===== src/rtl/score_uart_tx_pkg.sv =====
// Shared constants and types for the score status-line transmitter.
// SCORE_TX_CHECKSUM_EN lengthens the line by two hex checksum characters.
package score_uart_tx_pkg;

  localparam logic [7:0] ASCII_S      = 8'h53;
  localparam logic [7:0] ASCII_COLON  = 8'h3A;
  localparam logic [7:0] ASCII_DASH   = 8'h2D;
  localparam logic [7:0] ASCII_CR     = 8'h0D;
  localparam logic [7:0] ASCII_LF     = 8'h0A;
  localparam logic [7:0] ASCII_DIGIT0 = 8'h30;

  localparam int MSG_LEN_PLAIN = 9;
  localparam int MSG_LEN_CSUM  = 11;
`ifdef SCORE_TX_CHECKSUM_EN
  localparam int MSG_LEN = MSG_LEN_CSUM;
`else
  localparam int MSG_LEN = MSG_LEN_PLAIN;
`endif

  typedef enum logic [2:0] {
    ST_IDLE,
    ST_CONVERT,
    ST_LOAD,
    ST_WAIT_DONE,
    ST_FINISH
  } state_t;

  function automatic logic [7:0] digit_char(input logic [3:0] d);
    return ASCII_DIGIT0 + {4'h0, d};
  endfunction

`ifdef SCORE_TX_CHECKSUM_EN
  // Uppercase hex: 'A' is 8'h41, so 10..15 map through 8'h37 + n.
  function automatic logic [7:0] hex_char(input logic [3:0] n);
    return (n < 4'd10) ? (ASCII_DIGIT0 + {4'h0, n}) : (8'h37 + {4'h0, n});
  endfunction
`endif

endpackage


===== src/rtl/score_uart_tx_bin2dec_2digit.sv =====
// Two-digit binary-to-decimal converter by repeated subtraction of 10.
// start loads a new value (0..99); en steps one subtraction per cycle until done.
module score_uart_tx_bin2dec_2digit (
  input  logic       clk,
  input  logic       rst_n,
  input  logic       start,
  input  logic       en,
  input  logic [6:0] value,
  output logic       done,
  output logic [3:0] tens,
  output logic [3:0] ones
);

  logic [6:0] rem;

  always_ff @(posedge clk or negedge rst_n) begin
    if (!rst_n) begin
      rem  <= '0;
      tens <= '0;
    end else if (start) begin
      rem  <= value;
      tens <= '0;
    end else if (en && !done) begin
      rem  <= rem - 7'd10;
      tens <= tens + 4'd1;
    end
  end

  assign done = (rem < 7'd10);
  assign ones = rem[3:0];

endmodule


===== src/rtl/score_uart_tx.sv =====
// Snapshots both paddle scores and streams "S:LL-RR\r\n" to UART_TX, one byte per handshake.
// SCORE_TX_CHECKSUM_EN inserts two hex chars (XOR of bytes 0..6) before CR.
module score_uart_tx
  import score_uart_tx_pkg::*;
#(
  parameter int SCORE_WIDTH = 7
) (
  input  logic                   i_Clk,
  input  logic                   i_Rst_L,
  input  logic                   i_Report,
  input  logic [SCORE_WIDTH-1:0] i_Score_Left,
  input  logic [SCORE_WIDTH-1:0] i_Score_Right,
  input  logic                   i_TX_Done,
  output logic                   o_TX_DV,
  output logic [7:0]             o_TX_Byte,
  output logic                   o_Busy,
  output logic                   o_Msg_Done
);

  localparam logic [3:0] LAST_IDX = 4'(MSG_LEN - 1);

  state_t          state;
  logic            pending;
  logic [3:0]      idx;
  logic            capture;
  logic [1:0][6:0] score_sat;
  logic [1:0][3:0] tens;
  logic [1:0][3:0] ones;
  logic [1:0]      cvt_done;
  logic [7:0]      msg_byte;

  function automatic logic [6:0] sat99(input logic [SCORE_WIDTH-1:0] v);
    return (32'(v) > 32'd99) ? 7'd99 : 7'(v);
  endfunction

  assign score_sat[0] = sat99(i_Score_Left);
  assign score_sat[1] = sat99(i_Score_Right);

  // Snapshot happens on a fresh request in IDLE or on a queued/coincident one in FINISH.
  assign capture = ((state == ST_IDLE) && i_Report) ||
                   ((state == ST_FINISH) && (pending || i_Report));

  generate
    for (genvar g = 0; g < 2; g++) begin : g_cvt
      score_uart_tx_bin2dec_2digit u_cvt (
        .clk   (i_Clk),
        .rst_n (i_Rst_L),
        .start (capture),
        .en    (state == ST_CONVERT),
        .value (score_sat[g]),
        .done  (cvt_done[g]),
        .tens  (tens[g]),
        .ones  (ones[g])
      );
    end
  endgenerate

`ifdef SCORE_TX_CHECKSUM_EN
  logic [7:0] csum;
  assign csum = ASCII_S ^ ASCII_COLON ^ digit_char(tens[0]) ^ digit_char(ones[0]) ^
                ASCII_DASH ^ digit_char(tens[1]) ^ digit_char(ones[1]);
`endif

  always_comb begin
    msg_byte = 8'h00;
    case (idx)
      4'd0: msg_byte = ASCII_S;
      4'd1: msg_byte = ASCII_COLON;
      4'd2: msg_byte = digit_char(tens[0]);
      4'd3: msg_byte = digit_char(ones[0]);
      4'd4: msg_byte = ASCII_DASH;
      4'd5: msg_byte = digit_char(tens[1]);
      4'd6: msg_byte = digit_char(ones[1]);
`ifdef SCORE_TX_CHECKSUM_EN
      4'd7:  msg_byte = hex_char(csum[7:4]);
      4'd8:  msg_byte = hex_char(csum[3:0]);
      4'd9:  msg_byte = ASCII_CR;
      4'd10: msg_byte = ASCII_LF;
`else
      4'd7: msg_byte = ASCII_CR;
      4'd8: msg_byte = ASCII_LF;
`endif
      default: msg_byte = 8'h00;
    endcase
  end

  always_ff @(posedge i_Clk or negedge i_Rst_L) begin
    if (!i_Rst_L) begin
      state      <= ST_IDLE;
      pending    <= 1'b0;
      idx        <= '0;
      o_TX_DV    <= 1'b0;
      o_TX_Byte  <= 8'h00;
      o_Busy     <= 1'b0;
      o_Msg_Done <= 1'b0;
    end else begin
      o_TX_DV    <= 1'b0;
      o_Msg_Done <= 1'b0;
      if ((state != ST_IDLE) && i_Report) pending <= 1'b1;
      case (state)
        ST_IDLE: if (i_Report) begin
          o_Busy <= 1'b1;
          state  <= ST_CONVERT;
        end
        ST_CONVERT: if (&cvt_done) state <= ST_LOAD;
        ST_LOAD: begin
          o_TX_Byte <= msg_byte;
          o_TX_DV   <= 1'b1;
          state     <= ST_WAIT_DONE;
        end
        ST_WAIT_DONE: if (i_TX_Done) begin
          if (idx == LAST_IDX) begin
            state <= ST_FINISH;
          end else begin
            idx   <= idx + 4'd1;
            state <= ST_LOAD;
          end
        end
        ST_FINISH: begin
          o_Msg_Done <= 1'b1;
          idx        <= '0;
          // A request coincident with FINISH merges into pending (overrides the set above).
          if (pending || i_Report) begin
            pending <= 1'b0;
            state   <= ST_CONVERT;
          end else begin
            o_Busy <= 1'b0;
            state  <= ST_IDLE;
          end
        end
        default: state <= ST_IDLE;
      endcase
    end
  end

endmodule

===== config.mk =====
export PLATFORM = sky130hd
export DESIGN_NAME = score_uart_tx
export DESIGN_NICKNAME = d
export VERILOG_FILES = /design/src/rtl/score_uart_tx_pkg.sv /design/src/rtl/score_uart_tx_bin2dec_2digit.sv /design/src/rtl/score_uart_tx.sv
export SDC_FILE = /design/constraint.sdc
export NUM_CORES = 1
export LEC_CHECK = 0
export ABC_AREA = 1
export CAP_MARGIN = 0
export CORE_UTILIZATION = 40
export CTS_CLUSTER_DIAMETER = 60
export CTS_CLUSTER_SIZE = 12
export DETAILED_ROUTE_END_ITERATION = 10
export HOLD_SLACK_MARGIN = 0.15
export PLACE_DENSITY = 0.7
export SYNTH_ARGS = -nofsm -noshare
export SYNTH_HDL_FRONTEND = slang
export SYNTH_SLANG_ARGS = --single-unit
export TNS_END_PERCENT = 1

===== constraint.sdc =====
create_clock -name i_Clk -period 3.4 [get_ports i_Clk]
set_input_delay 0.68 -clock i_Clk [delete_from_list [all_inputs] [get_ports i_Clk]]
set_output_delay 0.68 -clock i_Clk [all_outputs]
set_load 0.05 [all_outputs]

==> qor.tcl, run 1 <==
set qor(clock-sinks) 40
set qor(finalWeightedCongestion) 0.834
set qor(cts.path.max_buffers) 2
set qor(post-layout-total-power_mw) 2.84
set qor(setup.worst_path.end_class) {primary output}
set qor(grt_pass1_vias) 2038
set qor(postRouteAntennaNets) 0
set qor(grt_setup_unrepaired) {no}
set qor(post_synth_top_flop) {dfrtp_1}
set qor(nFillCells) 596
set qor(post_synth_inst_count) 343
set qor(ff2ff_path_depth) 8
set qor(pre_cts_ws_ns) 1.01
set qor(finalWorstSetupSlack_ns) 1.27
set qor(synth_top_area_frac) 0.407
set qor(maxClockFrequency_mhz) 469
set qor(cellLeakagePower_nw) 1.53
set qor(crit-reg2reg-launch) {state[1]}
set qor(synth-seq-area-share) 0.407
set qor(clock_insertion_delay_worst_skew_ns) 0.29
set qor(cpMaxStageDelayCell) {clkdlybuf4s50_1}
set qor(wire_length_of_the_first_global_routing_pass_um) 9210
set qor(route.detailed.vias_per_inst) 4.79
set qor(synth.area.mux_share) 0
set qor(worst-endpoint-required_ns) 2.72
set qor(drc_errors) 0
set qor(post_synth_main_area_contributors) {dfrtp_1 41%, nand2_1 18%, nand3_1 7.7%, nor2_1 5.3%, inv_1 4.4%}
set qor(synth_area_per_cell_um2) 7.18
set qor(antenna_cells_inserted) 0
set qor(clk_transition_reported_paths_ns) 0.08
set qor(startpoint_type) {flip-flop}
set qor(critical-path-max-stage-delay_ns) 0.80
set qor(place.detailed.hpwl_um) 3730
set qor(min_from) {o_TX_Byte[0]}
set qor(via_count) 2130
set qor(track_usage) 0.186
set qor(antenna_found_initial) 0
set qor(layout-drive-gt1-share) 0.0757
set qor(min_delay_worst_endpoint) {o_TX_Byte[0]}
set qor(totalNegativeSetupSlack_ns) 0
set qor(post_cts.repair.setup_buffers) 0
set qor(max-vdd-ir-drop_uv) 417
set qor(setup_viol) 0
set qor(timing.critical_path.cells) {clkdlybuf4s50_1}
set qor(fp-row-count) 28
set qor(cts-buffers-inserted) 5
set qor(drt-pass1-iter-count) 4
set qor(wl_per_cell_um) 11.4
set qor(final-hold-violation-count) 0
set qor(floorplan.die_area_um2) 6470
set qor(synth_adder_area_share) 0.0407
set qor(grt_max_degree) 41
set qor(r2r_slack_ns) 1.70
set qor(number_of_max_slew_violations_in_the_final_report) 0
set qor(clock-root-buffer) {clkbuf_8}
set qor(mappedNetlistNets) 369
set qor(critical_path.top_delay_family) {buffers and inverters}
set qor(relSlewSlack) 0.404
set qor(most_common_cell_after_layout_fill_and_taps_aside) {nand2_1}
set qor(cts_resized) 0
set qor(grt.overflow.total) 0
set qor(status) {finished clean}
set qor(synth-compound-area-share) 0.0539
set qor(synth.cell_area_um2) 2460
set qor(mostFrequentLayoutCells) {121 x nand2_1, 40 x dfrtp_1, 38 x nand3_1, 35 x nor2_1, 29 x inv_1}
set qor(max_slew.worst_pin.slew_ns) 0.895
set qor(worst_hold_path.num_cells) 2
set qor(synth_async_sr_flop_share) 1.00
set qor(timing.setup.critical_path_class) {flip-flop to primary output}
set qor(post_synth_xor_area_fraction) 0.0285
set qor(timing.hold.ws_ns) 0.481
set qor(synth_simple_gate_area_share) 0.389
set qor(synth.largest_area_cell) {dfrtp_1}
set qor(post_placement_cell_area_um2) 2770
set qor(finalClockSkew_ns) 0.00443
set qor(cts_tree) {done}
set qor(port_buffers) 27
set qor(area.growth.synth_to_final_pct) 16.9
set qor(yosysWarningCount) 0
set qor(hold_path_class) {flip-flop to flip-flop}
set qor(maxCapViolCount) 0
set qor(rr_endpoint) {g_cvt[0].u_cvt.rem[4]}
set qor(die_w_um) 80.5
set qor(initial_core_util) 0.416
set qor(largest_family_of_logic_cells_by_synthesized_area) {simple AND/OR/NAND/NOR gates}
set qor(wirelength_um) 5060
set qor(number_of_library_cell_types_mapped_by_synthesis) 30
set qor(synth-edff-count) 0
set qor(die_y_um) 80.5
set qor(post-route-cell-area_um2) 2880
set qor(final_net_count) 395
set qor(cts_hold_buffers) 0
set qor(drt-initial-drc-count) 106
set qor(design.portCount) 29
set qor(timing.final.crit_share) 0.627
set qor(yosys_register_bits) 40
set qor(core_area_um2) 5920
set qor(layout_min_cycle_time_ns) 2.13
set qor(crit_path_arrival_time_ns) 1.45
set qor(cts_htree_levels) 2
set qor(power.density_nw_per_um2) 986
set qor(crit_buf_inv) 1
set qor(crit_fanout) 2
worst max-delay path by stage:
stage | startpoint | to | slack [ns] | cells past startpoint
after floorplan | i_Report | g_cvt[0].u_cvt.rem[4] | 1.94 | 9
after global placement | i_Report | g_cvt[0].u_cvt.rem[2] | 1.06 | 10
after detailed placement | i_Report | g_cvt[0].u_cvt.rem[4] | 1.01 | 10
after CTS | o_TX_Byte[2] | o_TX_Byte[2] | 1.25 | 1
after global routing | i_Report | g_cvt[0].u_cvt.rem[2] | 1.17 | 10
final | o_TX_Byte[5] | o_TX_Byte[5] | 1.27 | 1
kinds of logic after synthesis:
group           count (synthesis)
compound gates                 25
xor+xnor                        8
fa+ha+maj                       8
buf+inv                        45
flops                          40
other cells                     1
simple gates                  216
Yosys cell counts (3+ instances only):
| cell type | number |
|---|---|
| a21oi_1 | 4 |
| dfrtp_1 | 40 |
| ha_1 | 8 |
| inv_1 | 29 |
| inv_2 | 6 |
| nand2_1 | 121 |
| nand2_4 | 3 |
| nand3_1 | 38 |
| nand3_2 | 3 |
| nand4_1 | 9 |
| nor2_1 | 35 |
| o21ai_0 | 15 |
| o21ai_1 | 3 |
| xor2_1 | 8 |
routing by layer:
metal	GRT usage	vias up	share of wire
met5	0	-	0
met4	0.0643	0	0.014
met3	0.0341	5	0.039
met2	0.302	45	0.45
met1	0.248	940	0.50
li1	-	1140	-
per-stage QoR:
stage,instances,utilization
global route,445,0.486
floorplan,343,-
detailed placement,437,0.467
finish,445,0.486
global placement,437,0.467
CTS,445,0.486
cell type report:
cell class	instances	area (um^2)	area share
Sequential cell	40	1000	0.348
Clock inverter	3	42.5	0.0148
Timing Repair Buffer	27	265	0.0922
Multi-Input combinational cell	258	1260	0.439
Inverter	37	143	0.0496
Clock buffer	5	68.8	0.0239
Tap cell	75	93.8	0.0326
where the power goes:
part | leakage, nW | switching [mW] | internal (mW) | total (mW)
clock network | 0.0541 | 0.172 | 0.217 | 0.390
logic | 0.983 | 0.981 | 0.535 | 1.52
registers | 0.491 | 0.235 | 0.696 | 0.931
total | 1.53 | 1.39 | 1.45 | 2.84
sequential cells by signal, indices dropped and copies added (netlist names):
name / cells
o_Msg_Done: 1
o_TX_DV: 1
o_TX_Byte: 7
g_cvt.u_cvt.rem: 14
pending: 1
g_cvt.u_cvt.tens: 8
state: 3
idx: 4
o_Busy: 1
(Power assumes the default switching activity.)
==> inputs of run 2 (changes only) <==
- clock period: 3.4 -> 2.1 ns (I/O delays scaled with it)
==> run 2 against run 1 <==
Net effect:
- sequential power up 61%
- non-clock buffer count up 3
- combinational power up 62%
- clock power up 78%
- core utilization up 0.89 points
- first-iteration DRC count up 24%
- clock-buffer cell count up 2
- hold slack better by 0.0028 ns
- setup slack worse by 1.0 ns
- sequential share of layout area down 0.62 points
- critical path type unchanged
- largest cell class unchanged
- highest routed layer unchanged
==> qor.tcl, run 2 (same netlist as run 1, synthesis figures left out) <==
set qor(place.detailed.hpwl_um) 3750 ;# was 3730 um
set qor(grt_max_degree) 41 ;# unchanged
set qor(r2r_slack_ns) 0.49 ;# was 1.70 ns
set qor(hold_path_class) {flip-flop to flip-flop} ;# unchanged
set qor(grt.overflow.total) 0 ;# unchanged
set qor(totalNegativeSetupSlack_ns) 0 ;# unchanged
set qor(clock_insertion_delay_worst_skew_ns) 0.30 ;# was 0.29 ns
set qor(post-route-cell-area_um2) 2930 ;# was 2880 um^2
set qor(critical_path.top_delay_family) {buffers and inverters} ;# unchanged
set qor(startpoint_type) {flip-flop} ;# unchanged
set qor(nFillCells) 596 ;# unchanged
set qor(power.density_nw_per_um2) 1590 ;# was 986 nW/um^2
set qor(min_from) {o_TX_Byte[3]} ;# was o_TX_Byte[0]
set qor(floorplan.die_area_um2) 6470 ;# unchanged
set qor(ff2ff_path_depth) 11 ;# was 8
set qor(largest_reg_flops) 14 ;# unchanged
set qor(cts_resized) 0 ;# unchanged
set qor(cts_tree) {done} ;# unchanged
set qor(crit_path_arrival_time_ns) 1.45 ;# about the same
set qor(wirelength_um) 5090 ;# was 5060 um
set qor(antenna_cells_inserted) 0 ;# unchanged
set qor(clock-root-buffer) {clkbuf_8} ;# unchanged
set qor(antenna_found_initial) 0 ;# unchanged
set qor(design.portCount) 29 ;# unchanged
set qor(maxClockFrequency_mhz) 535
set qor(drc_errors) 0 ;# unchanged
set qor(timing.critical_path.cells) {clkdlybuf4s50_1} ;# unchanged
set qor(crit_buf_inv) 1 ;# unchanged
set qor(number_of_max_slew_violations_in_the_final_report) 0 ;# unchanged
set qor(drt-initial-drc-count) 131 ;# was 106
set qor(mostFrequentLayoutCells) {121 x nand2_1, 40 x dfrtp_1, 38 x nand3_1, 35 x nor2_1, 29 x inv_1} ;# unchanged
set qor(cpMaxStageDelayCell) {clkdlybuf4s50_1} ;# unchanged
set qor(max-vdd-ir-drop_uv) 650 ;# was 417 uV
set qor(fp-row-count) 28 ;# unchanged
set qor(layout-drive-gt1-share) 0.0804 ;# was 0.0757
set qor(post-layout-total-power_mw) 4.66 ;# was 2.84 mW
set qor(critical-path-max-stage-delay_ns) 0.80 ;# about the same
set qor(post_placement_cell_area_um2) 2790 ;# was 2770 um^2
set qor(crit_fanout) 2 ;# unchanged
set qor(drt-pass1-iter-count) 6 ;# was 4
set qor(clk_transition_reported_paths_ns) 0.08 ;# about the same
set qor(finalWeightedCongestion) 0.807 ;# was 0.834
set qor(port_buffers) 27 ;# unchanged
set qor(cts.path.max_buffers) 2 ;# unchanged
set qor(die_y_um) 80.5 ;# unchanged
set qor(grt_setup_unrepaired) {no} ;# unchanged
set qor(timing.setup.critical_path_class) {flip-flop to primary output} ;# unchanged
set qor(wire_length_of_the_first_global_routing_pass_um) 8860 ;# was 9210 um
set qor(final_net_count) 398 ;# was 395
set qor(die_w_um) 80.5 ;# unchanged
set qor(register_ranked_first_by_flip_flop_count) {g_cvt.u_cvt.rem} ;# unchanged
set qor(timing.final.crit_share) 0.890
set qor(area.growth.synth_to_final_pct) 19.0 ;# was 16.9%
set qor(via_count) 2205 ;# was 2,130
set qor(status) {finished clean} ;# unchanged
set qor(setup_viol) 0 ;# unchanged
set qor(clock-sinks) 40 ;# unchanged
set qor(maxCapViolCount) 0 ;# unchanged
set qor(reg.largest.list) {g_cvt.u_cvt.rem x14, g_cvt.u_cvt.tens x8, o_TX_Byte x7} ;# unchanged
set qor(cts-buffers-inserted) 5 ;# unchanged
set qor(cts_htree_levels) 2 ;# unchanged
set qor(setup.worst_path.end_class) {primary output} ;# unchanged
set qor(cellLeakagePower_nw) 1.56 ;# was 1.53 nW
set qor(most_common_cell_after_layout_fill_and_taps_aside) {nand2_1} ;# unchanged
set qor(crit-reg2reg-launch) {g_cvt[0].u_cvt.rem[1]} ;# was state[1]
set qor(track_usage) 0.180 ;# was 0.186
set qor(worst_hold_path.num_cells) 2 ;# unchanged
set qor(finalClockSkew_ns) 0.00644 ;# was 0.00443 ns
set qor(core_area_um2) 5920 ;# unchanged
set qor(layout_min_cycle_time_ns) 1.87
set qor(rr_endpoint) {g_cvt[0].u_cvt.rem[1]} ;# was g_cvt[0].u_cvt.rem[4]
set qor(initial_core_util) 0.416 ;# unchanged
set qor(route.detailed.vias_per_inst) 4.92 ;# was 4.79
set qor(min_delay_worst_endpoint) {o_TX_Byte[3]} ;# was o_TX_Byte[0]
set qor(grt_pass1_vias) 2001 ;# was 2,038
set qor(final-hold-violation-count) 0 ;# unchanged
set qor(wl_per_cell_um) 11.4 ;# about the same
set qor(worst-endpoint-required_ns) 1.68 ;# was 2.72 ns
set qor(postRouteAntennaNets) 0 ;# unchanged
## run 2: worst max path at each step
stage                          startpoint                     to  slack, ns  cells after the start
floorplan           g_cvt[1].u_cvt.rem[1]  g_cvt[1].u_cvt.rem[1]       0.73                     11
global placement                 i_Report  g_cvt[0].u_cvt.rem[2]       0.22                      9
detailed placement               i_Report  g_cvt[0].u_cvt.rem[4]       0.18                     10
CTS                          o_TX_Byte[6]           o_TX_Byte[6]       0.22                      1
global route                 o_TX_Byte[2]           o_TX_Byte[2]       0.17                      1
finish                             o_Busy                 o_Busy       0.23                      1
## run 2: through the flow
step | instances | setup WS (ns) | util | hold slack, ns
floorplan | 343 | 0.728 | - | 0.124
global placement | 439 | 0.217 | 0.472 | 0.409
finish | 448 | 0.232 | 0.495 | 0.484
CTS | 448 | 0.222 | 0.495 | 0.485
detailed placement | 439 | 0.179 | 0.472 | 0.409
global route | 448 | 0.167 | 0.495 | 0.526
## run 2: repair_timing
| action | CTS | global route |
|---|---|---|
| setup buffers | 0 | 0 |
| setup endpoints to repair | 0 | 0 |
| hold buffers | 1 | 0 |
| hold endpoints to repair | 40 | 0 |
## run 2: area by class of cell
class | count | area, um^2 | share of cell area
inverters | 37 | 143 | 0.0487
clock inverters | 1 | 30.0 | 0.0102
multi-input cells | 258 | 1260 | 0.431
clock buffers | 7 | 96.3 | 0.0329
flip-flops and latches | 40 | 1000 | 0.342
repair buffers | 30 | 303 | 0.103
well taps | 75 | 93.8 | 0.0320
## run 2: where the power goes
part           switching [mW]  internal, mW
clock                   0.277         0.419
combinational            1.59         0.879
sequential              0.375          1.13
## run 2: layer usage
| layer | routed length (um) | global-route usage |
|---|---|---|
| met2 | 2280 | 0.282 |
| met5 | 0 | 0 |
| met3 | 224 | 0.0386 |
| met4 | 101 | 0.0786 |
| met1 | 2480 | 0.237 |
